### config.mk
export PLATFORM = sky130hd
export DESIGN_NAME = bcd_digit_counter
export DESIGN_NICKNAME = d
export VERILOG_FILES = /design/src/rtl/bcd_digit_counter.sv
export SDC_FILE = /design/constraint.sdc
export NUM_CORES = 1
export LEC_CHECK = 0
export ABC_CLOCK_PERIOD_IN_PS = 4600
export CORE_AREA = 3 3 71 80
export CTS_BUF_LIST = sky130_fd_sc_hd__clkbuf_8
export CTS_CLUSTER_DIAMETER = 60
export DETAILED_ROUTE_END_ITERATION = 12
export DIE_AREA = 0 0 74 83
export HOLD_SLACK_MARGIN = 0.05
export PLACE_DENSITY = 0.81
export RECOVER_POWER = 100
export SLEW_MARGIN = 20
export SYNTH_ARGS = -nofsm -noshare
export SYNTH_HDL_FRONTEND = slang
export SYNTH_SLANG_ARGS = --single-unit
### constraint.sdc
create_clock -name clk -period 4.6 [get_ports clk]
set_input_delay 0.46 -clock clk [delete_from_list [all_inputs] [get_ports clk]]
set_output_delay 0.46 -clock clk [all_outputs]
set_load 0.02 [all_outputs]
### src/rtl/bcd_digit_counter.sv
// Two-digit BCD up/down event counter with a tick prescaler and a
// start/stop/pause control FSM. Feeds the seven-segment decoders directly,
// so both digits are always held in the range 0-9.
module bcd_digit_counter #(
    parameter int unsigned TICK_DIV = 50_000_000
) (
    input  logic       clk,
    input  logic       rst_n,
    input  logic       start,
    input  logic       stop,
    input  logic       clear,
    input  logic       up_dn,
    input  logic       load,
    input  logic [7:0] load_val,
    output logic [3:0] digit_hi,
    output logic [3:0] digit_lo,
    output logic       running,
    output logic       wrap,
    output logic       load_err
);

    localparam int unsigned PW = (TICK_DIV > 1) ? $clog2(TICK_DIV) : 1;
    localparam logic [PW-1:0] PRESC_LAST = PW'(TICK_DIV - 1);

    localparam logic [1:0] ST_IDLE   = 2'd0;
    localparam logic [1:0] ST_RUN    = 2'd1;
    localparam logic [1:0] ST_PAUSED = 2'd2;

    logic [1:0]    state, state_nxt;
    logic [PW-1:0] presc, presc_nxt;
    logic [3:0]    hi_nxt, lo_nxt;
    logic          wrap_nxt, err_nxt;
    logic          load_ok;
    logic [3:0]    step_hi, step_lo;
    logic          step_wrap;

    assign load_ok = load && (load_val[7:4] <= 4'd9) && (load_val[3:0] <= 4'd9);

    // Value the digits would take on a count step in the current direction
    always_comb begin
        step_hi   = digit_hi;
        step_lo   = digit_lo;
        step_wrap = 1'b0;
        if (up_dn) begin
            if (digit_lo == 4'd9) begin
                step_lo = '0;
                if (digit_hi == 4'd9) begin
                    step_hi   = '0;
                    step_wrap = 1'b1;
                end else begin
                    step_hi = digit_hi + 4'd1;
                end
            end else begin
                step_lo = digit_lo + 4'd1;
            end
        end else begin
            if (digit_lo == 4'd0) begin
                step_lo = 4'd9;
                if (digit_hi == 4'd0) begin
                    step_hi   = 4'd9;
                    step_wrap = 1'b1;
                end else begin
                    step_hi = digit_hi - 4'd1;
                end
            end else begin
                step_lo = digit_lo - 4'd1;
            end
        end
    end

    // Next-state decode; priority clear > accepted load > stop > start.
    // A rejected load only raises load_err and falls through to stop/start/step.
    always_comb begin
        state_nxt = state;
        presc_nxt = presc;
        hi_nxt    = digit_hi;
        lo_nxt    = digit_lo;
        wrap_nxt  = 1'b0;
        err_nxt   = 1'b0;
        if (clear) begin
            state_nxt = ST_IDLE;
            presc_nxt = '0;
            hi_nxt    = '0;
            lo_nxt    = '0;
        end else if (load_ok) begin
            presc_nxt = '0;
            hi_nxt    = load_val[7:4];
            lo_nxt    = load_val[3:0];
        end else begin
            err_nxt = load;
            if (stop) begin
                if (state == ST_RUN) begin
                    state_nxt = ST_PAUSED;
                end
            end else if (start && (state != ST_RUN)) begin
                // Resuming from PAUSED keeps the partial prescaler count
                state_nxt = ST_RUN;
                if (state == ST_IDLE) begin
                    presc_nxt = '0;
                end
            end else if (state == ST_RUN) begin
                if (presc == PRESC_LAST) begin
                    presc_nxt = '0;
                    hi_nxt    = step_hi;
                    lo_nxt    = step_lo;
                    wrap_nxt  = step_wrap;
                end else begin
                    presc_nxt = presc + 1'b1;
                end
            end else if (state == ST_IDLE) begin
                presc_nxt = '0;
            end
        end
    end

    // State, count and output registers with synchronous active-low reset
    always_ff @(posedge clk) begin
        if (!rst_n) begin
            state    <= ST_IDLE;
            presc    <= '0;
            digit_hi <= '0;
            digit_lo <= '0;
            running  <= 1'b0;
            wrap     <= 1'b0;
            load_err <= 1'b0;
        end else begin
            state    <= state_nxt;
            presc    <= presc_nxt;
            digit_hi <= hi_nxt;
            digit_lo <= lo_nxt;
            running  <= (state_nxt == ST_RUN);
            wrap     <= wrap_nxt;
            load_err <= err_nxt;
        end
    end

endmodule

# After elaboration in Yosys (flattened, before gate mapping)
# Index checks and enable logic that the tools add are counted.
dict set report op_classes {
  muxes 32
  n_addsub 5
  eq_ne 9
  reduce_logical 14
  bitwise_logic 3
  n_lt_le_gt_ge 2
}
# op n
set op_table {}
lappend op_table {{26-bit two-way mux} 4}
lappend op_table {{4-bit two-way mux} 18}
lappend op_table {{26-bit by 1-bit adder with 26-bit output (second input constant)} 1}
lappend op_table {{26-bit == test (second input constant)} 1}
lappend op_table {{2-bit two-way mux} 5}
lappend op_table {{4-bit by 1-bit adder with 4-bit output (second input constant)} 2}
lappend op_table {{4-bit == test (second input constant)} 2}
lappend op_table {{4-bit <= comparator (second input constant)} 2}
lappend op_table {{4-bit logical NOT} 2}
lappend op_table {{4-bit by 1-bit subtractor with 4-bit output (second input constant)} 2}
lappend op_table {{7-bit OR reduction} 1}
lappend op_table {{6-bit AND reduction} 1}
lappend op_table {{1-bit two-way mux} 5}
lappend op_table {{2-bit by 1-bit == test with 1-bit output (second input constant)} 2}
lappend op_table {{2-bit by 1-bit != test with 1-bit output (second input constant)} 2}
lappend op_table {{4-bit AND reduction} 1}
lappend op_table {{2-bit nonzero test} 2}
lappend op_table {{1-bit logical AND} 3}
lappend op_table {{3-bit by 1-bit != test with 1-bit output (second input constant)} 1}
lappend op_table {{1-bit NOT} 3}
lappend op_table {{3-bit nonzero test} 1}
lappend op_table {{3-bit OR reduction} 1}
lappend op_table {{2-bit logical NOT} 1}
lappend op_table {{2-bit != test (second input constant)} 1}
lappend op_table {{2-bit OR reduction} 1}
dict set report word_totals {
  reg_bits 39
  output_inout_bits 11
  word_cells 72
}

# Logic depth before layout (Yosys ltp)
dict set report depth {
  ltp_word 9
  mapped_depth 9
  mapped_depth_nobuf 6
}

# Worst setup path before layout
# Ideal clock, no wire load.
dict set report synth_path {
  path_kind {register -> register}
  start {register presc[4]}
  end {register presc[18]}
  stages_incl_launch_ff 9
  setup_time_ps 131
  setup_slack_ps 2559
  arrival_ps 1910
  period_less_slack_ps 2041
  path_cell_list {dfxtp_1 > nand3_4 > or4_4 > buf_6 > o21a_1 > buf_6 > buf_8 > a41oi_2 > nor3_1}
}
dict set report synth_between {
  elab_chain_len 4
  elab_cells_between_ends 5
  classes_between {add/sub (1); eq/ne (1); mux (3)}
}
# element line
set synth_rtl {}
lappend synth_rtl {{start, declared} 30} ;# logic [PW-1:0] presc, presc_nxt;
lappend synth_rtl {{start signal, assigned} 128} ;# presc <= presc_nxt;
lappend synth_rtl {{26-bit by 1-bit adder with 26-bit output or 26-bit == test (tied branches)} {108, 102}}
lappend synth_rtl {{26-bit two-way mux *} 102} ;# if (presc == PRESC_LAST) begin
lappend synth_rtl {{26-bit two-way mux *} 101} ;# end else if (state == ST_RUN) begin
lappend synth_rtl {{26-bit two-way mux *} 95} ;# end else if (start && (state != ST_RUN)) begin
# Mark *: on every way between the ends. The rest lies on a longest branch, timed or not.
# A chain may end at the register's enable or synchronous reset.

# Final worst setup path
dict set report layout_path {
  start {input port stop}
  end {register digit_hi[1]}
}
dict set report layout_between {
  elab_chain_len 2
}
# element line
set layout_rtl {}
lappend layout_rtl {{start, declared} 10} ;# input logic stop,
lappend layout_rtl {{2-bit by 1-bit != test with 1-bit output (no line)} n/a}
lappend layout_rtl {{6-bit AND reduction (no line)} n/a}
lappend layout_rtl {{end signal, assigned} 129} ;# digit_hi <= hi_nxt;
lappend layout_rtl {{end, declared} 15} ;# output logic [3:0] digit_hi,
# Every way passes these cells.

==> report_table.html <==
<table>
<tr><th>Metric</th><th>Value</th></tr>
<tr><th colspan="2">Detailed routing</th></tr>
<tr><td>Number of DRC violations after detailed routing</td><td>0</td></tr>
<tr><td>Remaining antenna violation count after routing</td><td>0</td></tr>
<tr><td>Routed vias/inst</td><td>6.61</td></tr>
<tr><td>WL final</td><td>6.15 mm</td></tr>
<tr><td>Pre-Repair DR Iteration Count</td><td>5</td></tr>
<tr><td>Vias after detailed routing</td><td>2512</td></tr>
<tr><td>WL/cell</td><td>16.2 microns</td></tr>
<tr><td>DRC marker count from the first detailed-route iteration</td><td>238</td></tr>
<tr><th colspan="2">Timing</th></tr>
<tr><td>Slew of the pin with the lowest slew margin</td><td>0.920 ns</td></tr>
<tr><td>Share of the clock period used by the worst path</td><td>61.5%</td></tr>
<tr><td>Final-report hold violation count</td><td>0</td></tr>
<tr><td>Worst clock skew</td><td>0.00538 ns</td></tr>
<tr><td>Setup Viol. Count Final</td><td>0</td></tr>
<tr><td>Final TNS setup</td><td>0 ns</td></tr>
<tr><td>Rel. slew slack</td><td>38.5%</td></tr>
<tr><td>Minimum clock period after layout</td><td>2.83 ns</td></tr>
<tr><td>Max Transition Viols Final</td><td>0</td></tr>
<tr><td>Highest clock frequency the design can meet</td><td>0.354 GHz</td></tr>
<tr><td>Setup repair after global routing missed its margin</td><td>false</td></tr>
<tr><th colspan="2">Pwr</th></tr>
<tr><td>Power per cell area</td><td>245 nW/um^2</td></tr>
<tr><td>Cell-internal power</td><td>0.503 mW</td></tr>
<tr><td>Share of power burned in combinational logic</td><td>10.0%</td></tr>
<tr><td>Switching Fraction</td><td>24.5%</td></tr>
<tr><td>Leakage power of the design</td><td>0.800 nW</td></tr>
<tr><td>Net switching power</td><td>0.163 mW</td></tr>
<tr><td>Portion of total power attributed to the clock network</td><td>37.9%</td></tr>
<tr><td>IR Drop Worst-Case VDD</td><td>152 uV</td></tr>
<tr><td>Share of total power in sequential cells</td><td>52.1%</td></tr>
<tr><th colspan="2">Place</th></tr>
<tr><td>Placed wire-length estimate after detailed placement</td><td>4.30 mm</td></tr>
<tr><td>Quantity of I/O buffers inserted on ports</td><td>25</td></tr>
<tr><td>Last weighted congestion value of the routability-driven placer</td><td>0.891</td></tr>
<tr><th colspan="2">Synthesis</th></tr>
<tr><td>Post-synthesis net count</td><td>329</td></tr>
<tr><td>Cell with the most instances after synthesis</td><td>sky130_fd_sc_hd__dfxtp_1</td></tr>
<tr><td>Post-synthesis xor/xnor area fraction</td><td>2.15%</td></tr>
<tr><td>Leading area contributor after synthesis</td><td>sky130_fd_sc_hd__dfxtp_1</td></tr>
<tr><td>Post-Syn Instances</td><td>313</td></tr>
<tr><td>Largest family of logic cells by synthesized area</td><td>simple AND/OR/NAND/NOR gates</td></tr>
<tr><td>Primary FF master, synth</td><td>sky130_fd_sc_hd__dfxtp_1</td></tr>
<tr><td>Mean Syn Cell Area</td><td>7.80 sq um</td></tr>
<tr><td>Leading post-synthesis cells by cell area</td><td>sky130_fd_sc_hd__dfxtp_1 (32%), sky130_fd_sc_hd__o21ai_0 (5.3%), sky130_fd_sc_hd__a21oi_1 (5.1%)</td></tr>
<tr><td>Count of yosys warnings during synthesis</td><td>0</td></tr>
<tr><td>Ys async rst share</td><td>0%</td></tr>
<tr><td>Number of enable-type register cells in the synthesized netlist</td><td>0</td></tr>
<tr><td>Post-synthesis sequential element count</td><td>39</td></tr>
<tr><td>Fraction of post-synthesis cell area in the top cell type by area</td><td>32.0%</td></tr>
<tr><td>Commonest cells post-synth</td><td>sky130_fd_sc_hd__dfxtp_1 (39), sky130_fd_sc_hd__nand2_1 (33), sky130_fd_sc_hd__o21ai_0 (26)</td></tr>
<tr><td>Sequential fraction of the synthesis area</td><td>32.0%</td></tr>
<tr><td>Multiplexer fraction of the synthesized cell area</td><td>2.51%</td></tr>
<tr><td>Synthesized-area fraction occupied by ao, oa, aoi and oai cells</td><td>26.4%</td></tr>
<tr><td>Synthesized-area fraction occupied by adder cells</td><td>0.512%</td></tr>
<tr><td>Post-synth design cell area</td><td>2440 sq um</td></tr>
<tr><td>Post-synthesis share of cell area spent on and, or, nand and nor gates</td><td>30.2%</td></tr>
<tr><td>Unique masters post-synth</td><td>56</td></tr>
<tr><th colspan="2">Critical path</th></tr>
<tr><td>Worst endpoint required time</td><td>4.75 ns</td></tr>
<tr><td>Cell at the slowest stage of the critical path</td><td>sky130_fd_sc_hd__nor3_1</td></tr>
<tr><td>Critical Path Max Stage Delay</td><td>0.72 ns</td></tr>
<tr><td>Depth of the critical timing path with buffers and inverters included</td><td>6</td></tr>
<tr><td>Endpoint of the worst-slack reg-to-reg timing path</td><td>digit_hi[1]</td></tr>
<tr><td>Number of buffer and inverter instances along the worst setup path</td><td>1</td></tr>
<tr><td>Sequence of cells on the critical path</td><td>dlygate4sd3_1, nor3b_1, nand4_1, nor3_1, mux2i_1, o21ai_0</td></tr>
<tr><td>Critical Path Fanout Max</td><td>7</td></tr>
<tr><td>Kind of cell adding the most delay to the critical path</td><td>simple AND/OR/NAND/NOR gates</td></tr>
<tr><td>Startpoint type of the worst setup path</td><td>input pin</td></tr>
<tr><td>Sort of element at the end of the critical path</td><td>flip-flop</td></tr>
<tr><td>Arrival time of the worst setup path</td><td>2.98 ns</td></tr>
<tr><td>Number of cells traversed by the worst register-to-register path</td><td>5</td></tr>
<tr><td>Slack of the worst reg-to-reg path</td><td>2.12 ns</td></tr>
<tr><td>Class of the most critical setup path</td><td>input pin to flip-flop</td></tr>
<tr><td>Crit Reg-Reg Startpoint</td><td>state[0]</td></tr>
<tr><th colspan="2">Outcome</th></tr>
<tr><td>Run status</td><td>finished, final reports clean</td></tr>
<tr><th colspan="2">Floorplan</th></tr>
<tr><td>Die extent in y</td><td>83 microns</td></tr>
<tr><td>Floorplan core area</td><td>4970 sq um</td></tr>
<tr><td>Ports placed on the boundary</td><td>26</td></tr>
<tr><td>Starting density of the core</td><td>49.2%</td></tr>
<tr><td>Overall die area</td><td>6140 sq um</td></tr>
<tr><td>Die width</td><td>74 microns</td></tr>
<tr><td># rows</td><td>27</td></tr>
<tr><th colspan="2">CTS</th></tr>
<tr><td>Clock-pin slew reported for the worst setup and hold paths after clock tree synthesis</td><td>0.07 ns</td></tr>
<tr><td>Gates resized, CTS repair</td><td>0</td></tr>
<tr><td>Clock tree root buffer cell</td><td>sky130_fd_sc_hd__clkbuf_8</td></tr>
<tr><td>Maximum level of the CTS H-tree</td><td>2</td></tr>
<tr><td>Count of clock tree sinks</td><td>39</td></tr>
<tr><td>Clock latency at the later pin of the worst-skew pair</td><td>0.30 ns</td></tr>
<tr><td>Clock Path Buffers</td><td>2</td></tr>
<tr><td>Number of buffers created by CTS</td><td>5</td></tr>
<tr><td>Number of buffers added to fix hold violations after cts</td><td>0</td></tr>
<tr><td>Setup fix buffers added after clock tree synthesis</td><td>0</td></tr>
<tr><td>CTS tree</td><td>built</td></tr>
<tr><th colspan="2">Cells and area</th></tr>
<tr><td>Antenna diodes</td><td>0</td></tr>
<tr><td>Post-Route Utilization</td><td>54.7%</td></tr>
<tr><td>Fraction of layout cells with a size suffix above 1</td><td>5.28%</td></tr>
<tr><td>Area growth from synthesis to layout</td><td>11.3%</td></tr>
<tr><td>Net count reported at finish</td><td>337</td></tr>
<tr><th colspan="2">GRT</th></tr>
<tr><td>Global routing usage summed across all routing layers</td><td>20.9%</td></tr>
<tr><td>Sum of overflow across all layers after global routing</td><td>0</td></tr>
<tr><td>Vias in the first global route</td><td>2309</td></tr>
<tr><td>Largest net degree at the start of global routing</td><td>29</td></tr>
<tr><td>First-pass GRT wire length</td><td>10.5 mm</td></tr>
<tr><td>Initial antenna violation count</td><td>0</td></tr>
<tr><th colspan="2">Flow run</th></tr>
<tr><td>Count of max-cap constraint violations</td><td>0</td></tr>
<tr><th colspan="2">Min path</th></tr>
<tr><td>Endpoint with the worst hold slack</td><td>presc[25]</td></tr>
<tr><td>Critical hold path startpoint</td><td>presc[25]</td></tr>
<tr><td>Worst hold stages</td><td>1</td></tr>
<tr><td>Tightest Hold Check Type</td><td>flip-flop to flip-flop</td></tr>
</table>
## logic make-up after synthesis
| group | Yosys count |
|---|---|
| AOI/OAI and AO/OA | 98 |
| and+or+nand+nor | 133 |
| buffers and inverters | 30 |
| xor gates and xnor gates | 6 |
| DFF | 39 |
| muxes | 6 |
| adders and majority gates | 1 |
## cell usage in the layout (no fill, tap or decap), drive strengths merged, types with 3 or more instances in the layout
cell | Yosys | final
nor2 | 14 | 14
and4 | 4 | 4
and2 | 3 | 3
o211ai | 4 | 4
nor3b | 3 | 3
and3 | 7 | 7
nor2b | 3 | 3
a211oi | 3 | 3
nand3 | 23 | 23
nor4b | 3 | 3
clkdlybuf4s50 | 0 | 12
nand2 | 33 | 33
o21a | 3 | 3
clkbuf | 18 | 7
nor3 | 14 | 14
nor4 | 3 | 3
o21ai | 26 | 26
dfxtp | 39 | 39
a41oi | 7 | 7
inv | 5 | 6
nand4 | 7 | 7
mux2i | 5 | 5
xnor2 | 3 | 3
a311oi | 12 | 12
dlygate4sd3 | 0 | 13
or3 | 5 | 5
a21oi | 25 | 25
xor2 | 3 | 3
a31oi | 7 | 7
## per-layer routing
| metal | vias to the layer above | track usage [%] | routed length [microns] |
|---|---|---|---|
| met5 | - | 0 | 0 |
| met3 | 12 | 4.24 | 516 |
| met2 | 112 | 33.5 | 3030 |
| li1 | 1207 | - | - |
| met1 | 1181 | 27.5 | 2520 |
| met4 | 0 | 6.92 | 82 |
## cell type report
| class | count | area, sq um |
|---|---|---|
| Fill cell | 466 | 2250 |
| Sequential cell | 39 | 781 |
| Inverter | 5 | 18.8 |
| Tap cell | 58 | 72.6 |
| Multi-Input combinational cell | 244 | 1490 |
| Clock buffer | 7 | 96.3 |
| Timing Repair Buffer | 26 | 258 |
| Clock inverter | 1 | 3.75 |
## registers in the layout (all words and copies together) (netlist names)
signal    cells
load_err      1
presc        26
wrap          1
digit_hi      4
state         2
running       1
digit_lo      4
## how the worst max path moves through the flow
| stage | startpoint | to | slack, ns |
|---|---|---|---|
| after global routing | stop | presc[15] | 1.50 |
| after floorplan | presc[4] | presc[18] | 2.56 |
| final | stop | digit_hi[1] | 1.77 |
| after global placement | load_val[5] | presc[17] | 1.67 |
| after CTS | stop | presc[15] | 1.90 |
| after detailed placement | stop | presc[15] | 1.60 |
## power by group through the flow
| stage | sequential, mW | clock (mW) | combinational (mW) |
|---|---|---|---|
| 4_1_cts | 0.347 | 0.256 | 0.0679 |
| 6_report | 0.347 | 0.253 | 0.0665 |
| 5_1_grt | 0.348 | 0.272 | 0.0741 |
| 3_3_place_gp | 0.355 | 0 | 0.0666 |
| 3_5_place_dp | 0.355 | 0 | 0.0672 |
| 2_1_floorplan | 0.354 | 0 | 0.0412 |
## worst reg2reg max path, stage by stage (launching register included)
cell and delay (ns):
sky130_fd_sc_hd__dfxtp_1 0.43, sky130_fd_sc_hd__nor3b_1 0.58, sky130_fd_sc_hd__nand4_1 0.25, sky130_fd_sc_hd__nor3_1 0.72, sky130_fd_sc_hd__mux2i_1 0.26, sky130_fd_sc_hd__o21ai_0 0.08
## per-stage QoR
step / hold slack (ns) / instances / setup slack, ns / area, sq um / total power, mW
2_1_floorplan: 0.457 / 313 / 2.56 / 2440 / 0.395
3_3_place_gp: 0.505 / 372 / 1.67 / 2640 / 0.421
3_5_place_dp: 0.508 / 372 / 1.60 / 2640 / 0.422
4_1_cts: 0.526 / 380 / 1.90 / 2740 / 0.671
5_1_grt: 0.550 / 380 / 1.50 / 2720 / 0.694
6_report: 0.533 / 380 / 1.77 / 2720 / 0.666
Note: power is estimated with default switching activity, not from simulation.
